<file path="config.mk">
export PLATFORM = sky130hd
export DESIGN_NAME = ahb_timer
export DESIGN_NICKNAME = d
export VERILOG_FILES = /design/src/rtl/ahb_timer.sv
export SDC_FILE = /design/constraint.sdc
export NUM_CORES = 1
export LEC_CHECK = 0
export ABC_AREA = 1
export CORE_MARGIN = 3
export CORE_UTILIZATION = 58
export CTS_BUF_LIST = sky130_fd_sc_hd__clkbuf_16
export CTS_CLUSTER_SIZE = 30
export DETAILED_ROUTE_END_ITERATION = 8
export MAX_ROUTING_LAYER = met4
export PLACE_DENSITY = 0.87
export SLEW_MARGIN = 15
export SYNTH_ARGS = -nofsm -noshare
export SYNTH_HDL_FRONTEND = slang
export SYNTH_SLANG_ARGS = --single-unit
</file>
<file path="constraint.sdc">
create_clock -name clk -period 6.3 [get_ports clk]
set_input_delay 1.575 -clock clk [delete_from_list [all_inputs] [get_ports clk]]
set_output_delay 1.575 -clock clk [all_outputs]
set_load 0.01 [all_outputs]
</file>
<file path="src/rtl/ahb_timer.sv">
// ahb_timer: AHB-Lite slave timer with a prescaled down-counter, one-shot/auto-reload and a level irq
// Ports: clk, rst (async, active-high); AHB-Lite slave inputs hsel, haddr, htrans, hsize, hwrite,
//        hready_in, hwdata; slave outputs hready_out, hrdata, hresp; irq = STATUS.PEND & CTRL.IE
module ahb_timer #(
    parameter int          CNT_W    = 32,
    parameter int          PRESC_W  = 8,
    parameter logic [31:0] LOAD_RST = 32'hFFFFFFFF
) (
    input  logic        clk,
    input  logic        rst,
    input  logic        hsel,
    input  logic [31:0] haddr,
    input  logic [1:0]  htrans,
    input  logic [2:0]  hsize,
    input  logic        hwrite,
    input  logic        hready_in,
    input  logic [31:0] hwdata,
    output logic        hready_out,
    output logic [31:0] hrdata,
    output logic [1:0]  hresp,
    output logic        irq
);
    typedef enum logic [1:0] {IDLE, ERR1, ERR2} state_t;
    state_t state_q, state_d;
    logic ph_q, ph_d, wr_q, wr_d;
    logic [9:0] addr_q, addr_d;
    logic en_q, en_d, ie_q, ie_d, auto_q, auto_d, pend_q, pend_d;
    logic [PRESC_W-1:0] presc_q, presc_d, pc_q, pc_d;
    logic [CNT_W-1:0] load_q, load_d, value_q, value_d;
    logic acc, ill, wr, wr_ctrl, wr_load, wr_value, wr_status, tick, uflow, unused_ok;
    logic [31:0] rd_mux;
    assign acc       = hsel & hready_in & htrans[1];
    assign ill       = (hsize != 3'b010) | (haddr[1:0] != 2'b00);
    assign wr        = ph_q & wr_q & (addr_q[9:2] == 8'd0);
    assign wr_ctrl   = wr & (addr_q[1:0] == 2'd0);
    assign wr_load   = wr & (addr_q[1:0] == 2'd1);
    assign wr_value  = wr & (addr_q[1:0] == 2'd2);
    assign wr_status = wr & (addr_q[1:0] == 2'd3);
    assign tick      = en_q & (pc_q == presc_q);
    // a software write to VALUE in the same cycle cancels this cycle's underflow entirely
    assign uflow     = tick & (value_q == '0) & ~wr_value;
    assign irq       = pend_q & ie_q;
    assign unused_ok = ^{haddr[31:12], htrans[0]};
    always_ff @(posedge clk or posedge rst) begin
        if (rst) state_q <= IDLE;
        else     state_q <= state_d;
    end
    always_comb begin
        state_d    = (state_q == ERR1) ? ERR2 : (acc & ill) ? ERR1 : IDLE;
        hready_out = (state_q != ERR1);
        hresp      = (state_q == IDLE) ? 2'b00 : 2'b01;
    end
    always_ff @(posedge clk or posedge rst) begin
        if (rst) begin
            ph_q    <= 1'b0;
            wr_q    <= 1'b0;
            addr_q  <= '0;
            en_q    <= 1'b0;
            ie_q    <= 1'b0;
            auto_q  <= 1'b0;
            presc_q <= '0;
            pc_q    <= '0;
            load_q  <= LOAD_RST[CNT_W-1:0];
            value_q <= LOAD_RST[CNT_W-1:0];
            pend_q  <= 1'b0;
        end else begin
            ph_q    <= ph_d;
            wr_q    <= wr_d;
            addr_q  <= addr_d;
            en_q    <= en_d;
            ie_q    <= ie_d;
            auto_q  <= auto_d;
            presc_q <= presc_d;
            pc_q    <= pc_d;
            load_q  <= load_d;
            value_q <= value_d;
            pend_q  <= pend_d;
        end
    end
    always_comb begin
        ph_d    = acc & ~ill;
        wr_d    = acc ? hwrite : wr_q;
        addr_d  = acc ? haddr[11:2] : addr_q;
        en_d    = wr_ctrl ? hwdata[0] : (uflow & ~auto_q) ? 1'b0 : en_q;
        ie_d    = wr_ctrl ? hwdata[1] : ie_q;
        auto_d  = wr_ctrl ? hwdata[2] : auto_q;
        presc_d = wr_ctrl ? hwdata[8 +: PRESC_W] : presc_q;
        pc_d    = (~en_q | tick) ? '0 : pc_q + PRESC_W'(1);
        load_d  = wr_load ? hwdata[CNT_W-1:0] : load_q;
        value_d = wr_value ? hwdata[CNT_W-1:0] : ~tick ? value_q :
                  (value_q != '0) ? value_q - CNT_W'(1) : auto_q ? load_q : value_q;
        // a pending set wins over a simultaneous W1C
        pend_d  = uflow | (pend_q & ~(wr_status & hwdata[0]));
        rd_mux  = (addr_q[1:0] == 2'd0) ? 32'({presc_q, 5'b0, auto_q, ie_q, en_q}) :
                  (addr_q[1:0] == 2'd1) ? 32'(load_q) :
                  (addr_q[1:0] == 2'd2) ? 32'(value_q) : {31'b0, pend_q};
        hrdata  = (ph_q & ~wr_q & (addr_q[9:2] == 8'd0)) ? rd_mux : 32'h0;
    end
endmodule

</file>
==> impl_metrics.tcl <==
set metrics [dict create \
    grt-ovfl-total 0 \
    portBuffers 87 \
    synthCells 951 \
    cp_data_required_time_ps 4720 \
    multi_input_area_mm2 0.003412 \
    synth.distinct_cells 39 \
    clk_pin_slew_ps 70 \
    grt_max_degree 48 \
    power_density_mw_per_mm2 178.8 \
    hold_viol 0 \
    synth_area_mm2 0.006411 \
    cts_tree "yes" \
    synthArstFlopShare_pct 100.0 \
    numClockSinks 98 \
    cp-end-kind "primary output" \
    maxCapViolCount 0 \
    initial_core_util_pct 60.74 \
    synth_top_cell_area_share_pct 26.23 \
    fin_nets 1099 \
    finalCritPeriodShare_pct 69.09 \
    dpl_cell_area_mm2 0.007346 \
    ys_top_cells_by_area "dfstp_2 26%, nand2_1 23%, dfrtp_1 13%" \
    cp_max_fo 35 \
    cts_resized 0 \
    hold-worst-slack_ps 447.1 \
    hold_buffers 0 \
    num_rows 37 \
    crit_path_max_incr_delay_ps 720 \
    final_cell_area_mm2 0.007632 \
    leakagePower_nw 3.626 \
    die_area_mm2 0.01235 \
    grt_pass1_wl_um 29170 \
    clockBufferDepth 2 \
    r2r_cells 8 \
    status "finished clean" \
    drt_first_pass_iters 6 \
    tightest_slew_ps 1060 \
    setup_viol 0 \
    die_w_um 111.1 \
    min_to "state_q[1]$_DFF_PP0_" \
    worstPathArrival_ps 2780 \
    gp_congestion 0.9839 \
    hp-start "state_q[1]$_DFF_PP0_" \
    setup_tns_ps 0 \
    drive_above_1_share_pct 12.56 \
    drc 0 \
    synth_flop_cell "dfstp_2" \
    core_area_mm2 0.01056 \
    synth_nets 1028 \
    drtIter0Drc 494 \
    relSlewSlack_pct 29.26 \
    rsz0062_at_grt "false" \
    dp_hpwl_um 12310 \
    areaGrowthSynthToFinish_pct 19.05 \
    post_synth.cell_area_avg_um2 6.741 \
    synth_top_area_cell "dfstp_2" \
    r2r_end "value_q[1]$_DFFE_PP1P_" \
    cts_buffers 9 \
    clock_skew_ps 10.01 \
    synth_seq_cells 98 \
    post-cts-setup-buffer-count 0 \
    ir_drop_mv 0.1146 \
    htree_levels 3 \
    detail-route-antenna-nets 0 \
    clock_latency_ps 350 \
    root_buffer "clkbuf_16" \
    final_cell_mix "398 x nand2_1, 97 x nor2_1, 87 x clkdlybuf4s50_1" \
    vias_per_cell 5.523 \
    layout_commonest_cell "nand2_1" \
    r2r_slack_ps 3580 \
    period_needed_ps 4352 \
    wire_per_inst_um 14.79 \
    worstPathCellList "inv_1 -> nor2_4 -> nor2_1 -> o22ai_1 -> a21oi_1 -> nor3_1 -> clkdlybuf4s50_1" \
    track_usage_pct 29.04 \
    antenna_found_initial 0 \
    seq_area_mm2 0.002532 \
    hp-class "reg -> reg" \
    ys_seq_area_share_pct 39.50 \
    num_vias 6423 \
    ioPinCount 110 \
    ys_warn_count 0 \
    max_freq_mhz 229.8 \
    cpMaxStageDelayCell "nor2_4" \
    hold_path_depth 1 \
    rr_startpoint "addr_q[1]$_DFFE_PP0P_" \
    n_antenna_cell 0 \
    drv_slew 0 \
    synth_edf_count 0 \
    wirelength_um 17200 \
    fillers 902 \
    grt_pass1_vias 6075 \
    die_y_um 111.1 \
    critPathLaunchType "flip-flop" \
    crit_type "reg -> out" \
]
## cell usage after synthesis (all sizes together) (13+ instances only)
cell / count
o21ai: 32
nor2: 105
dfrtp: 34
nand3: 74
clkbuf: 15
buf: 17
inv: 85
nand2: 400
dfstp: 64
a21oi: 35
nand4: 13
mux2: 24
## cell families (layout without fill, tap and decap cells)
family                     Yosys count  in the layout  synth area share [%]
AOI/OAI and AO/OA                   82             82                 6.772
xor gates and xnor gates            13             13                 1.776
adders and majority gates            3              3                0.5855
buffers and inverters              117            193                 7.475
DFF                                 98             98                 39.50
muxes                               24             24                 4.215
other                                1              1               0.05849
and+or+nand+nor                    613            613                 39.62
## flip-flops by register name, indices dropped and copies added, names as in the netlist
name     cells
state_q      2
load_q      32
ph_q         1
pc_q         8
value_q     32
en_q         1
wr_q         1
pend_q       1
auto_q       1
addr_q      10
ie_q         1
presc_q      8
## layer usage
layer,GRT usage [%],vias up,part of all wire (%)
li1,-,3152,-
met1,40.11,2975,45
met2,44.98,263,47
met3,3.221,33,6.8
met4,9.895,0,1.8
met5,-,-,0
## through the flow
step	worst slack [ps]	util, %	cells	total power [W]
3_3_place_gp	2377	69.59	1147	0.0008258
4_1_cts	1950	72.31	1163	0.001367
2_1_floorplan	2269	-	951	0.0007640
5_1_grt	1766	72.31	1163	0.001416
6_report	1948	72.31	1163	0.001365
3_5_place_dp	2352	69.59	1147	0.0008312
## worst max path at each step
| stage | from | end | cells past startpoint |
|---|---|---|---|
| after global placement | addr_q[1]$_DFFE_PP0P_ | hrdata[0] | 7 |
| after floorplan | rst | addr_q[0]$_DFFE_PP0P_ | 1 |
| after detailed placement | addr_q[1]$_DFFE_PP0P_ | hrdata[0] | 7 |
| after CTS | addr_q[1]$_DFFE_PP0P_ | hrdata[0] | 7 |
| final | addr_q[1]$_DFFE_PP0P_ | hrdata[0] | 7 |
| after global routing | addr_q[6]$_DFFE_PP0P_ | hrdata[20] | 7 |
## worst max-delay path: cells and delay by family (launching register included)
family                 cells  cell delay (ps)
AO/OA/AOI/OAI              2              230
buffers and inverters      2              700
flip-flops                 1              480
AND/OR/NAND/NOR            3             1010
## power by group
part | internal (W) | total [W] | leakage, nW | switching (W)
sequential | 0.000656 | 0.000673 | 1.06 | 0.0000171
combinational | 0.0000642 | 0.000149 | 2.43 | 0.0000846
clock | 0.000276 | 0.000543 | 0.141 | 0.000267
total | 0.000996 | 0.00136 | 3.63 | 0.000369
## cell type report
class	count	area share (%)
Clock buffer	9	2.951
Clock inverter	7	0.8033
Inverter	85	4.230
Multi-Input combinational cell	736	44.70
Sequential cell	98	33.18
Tap cell	136	2.230
Timing Repair Buffer	92	11.90
(Power assumes the default switching activity.)
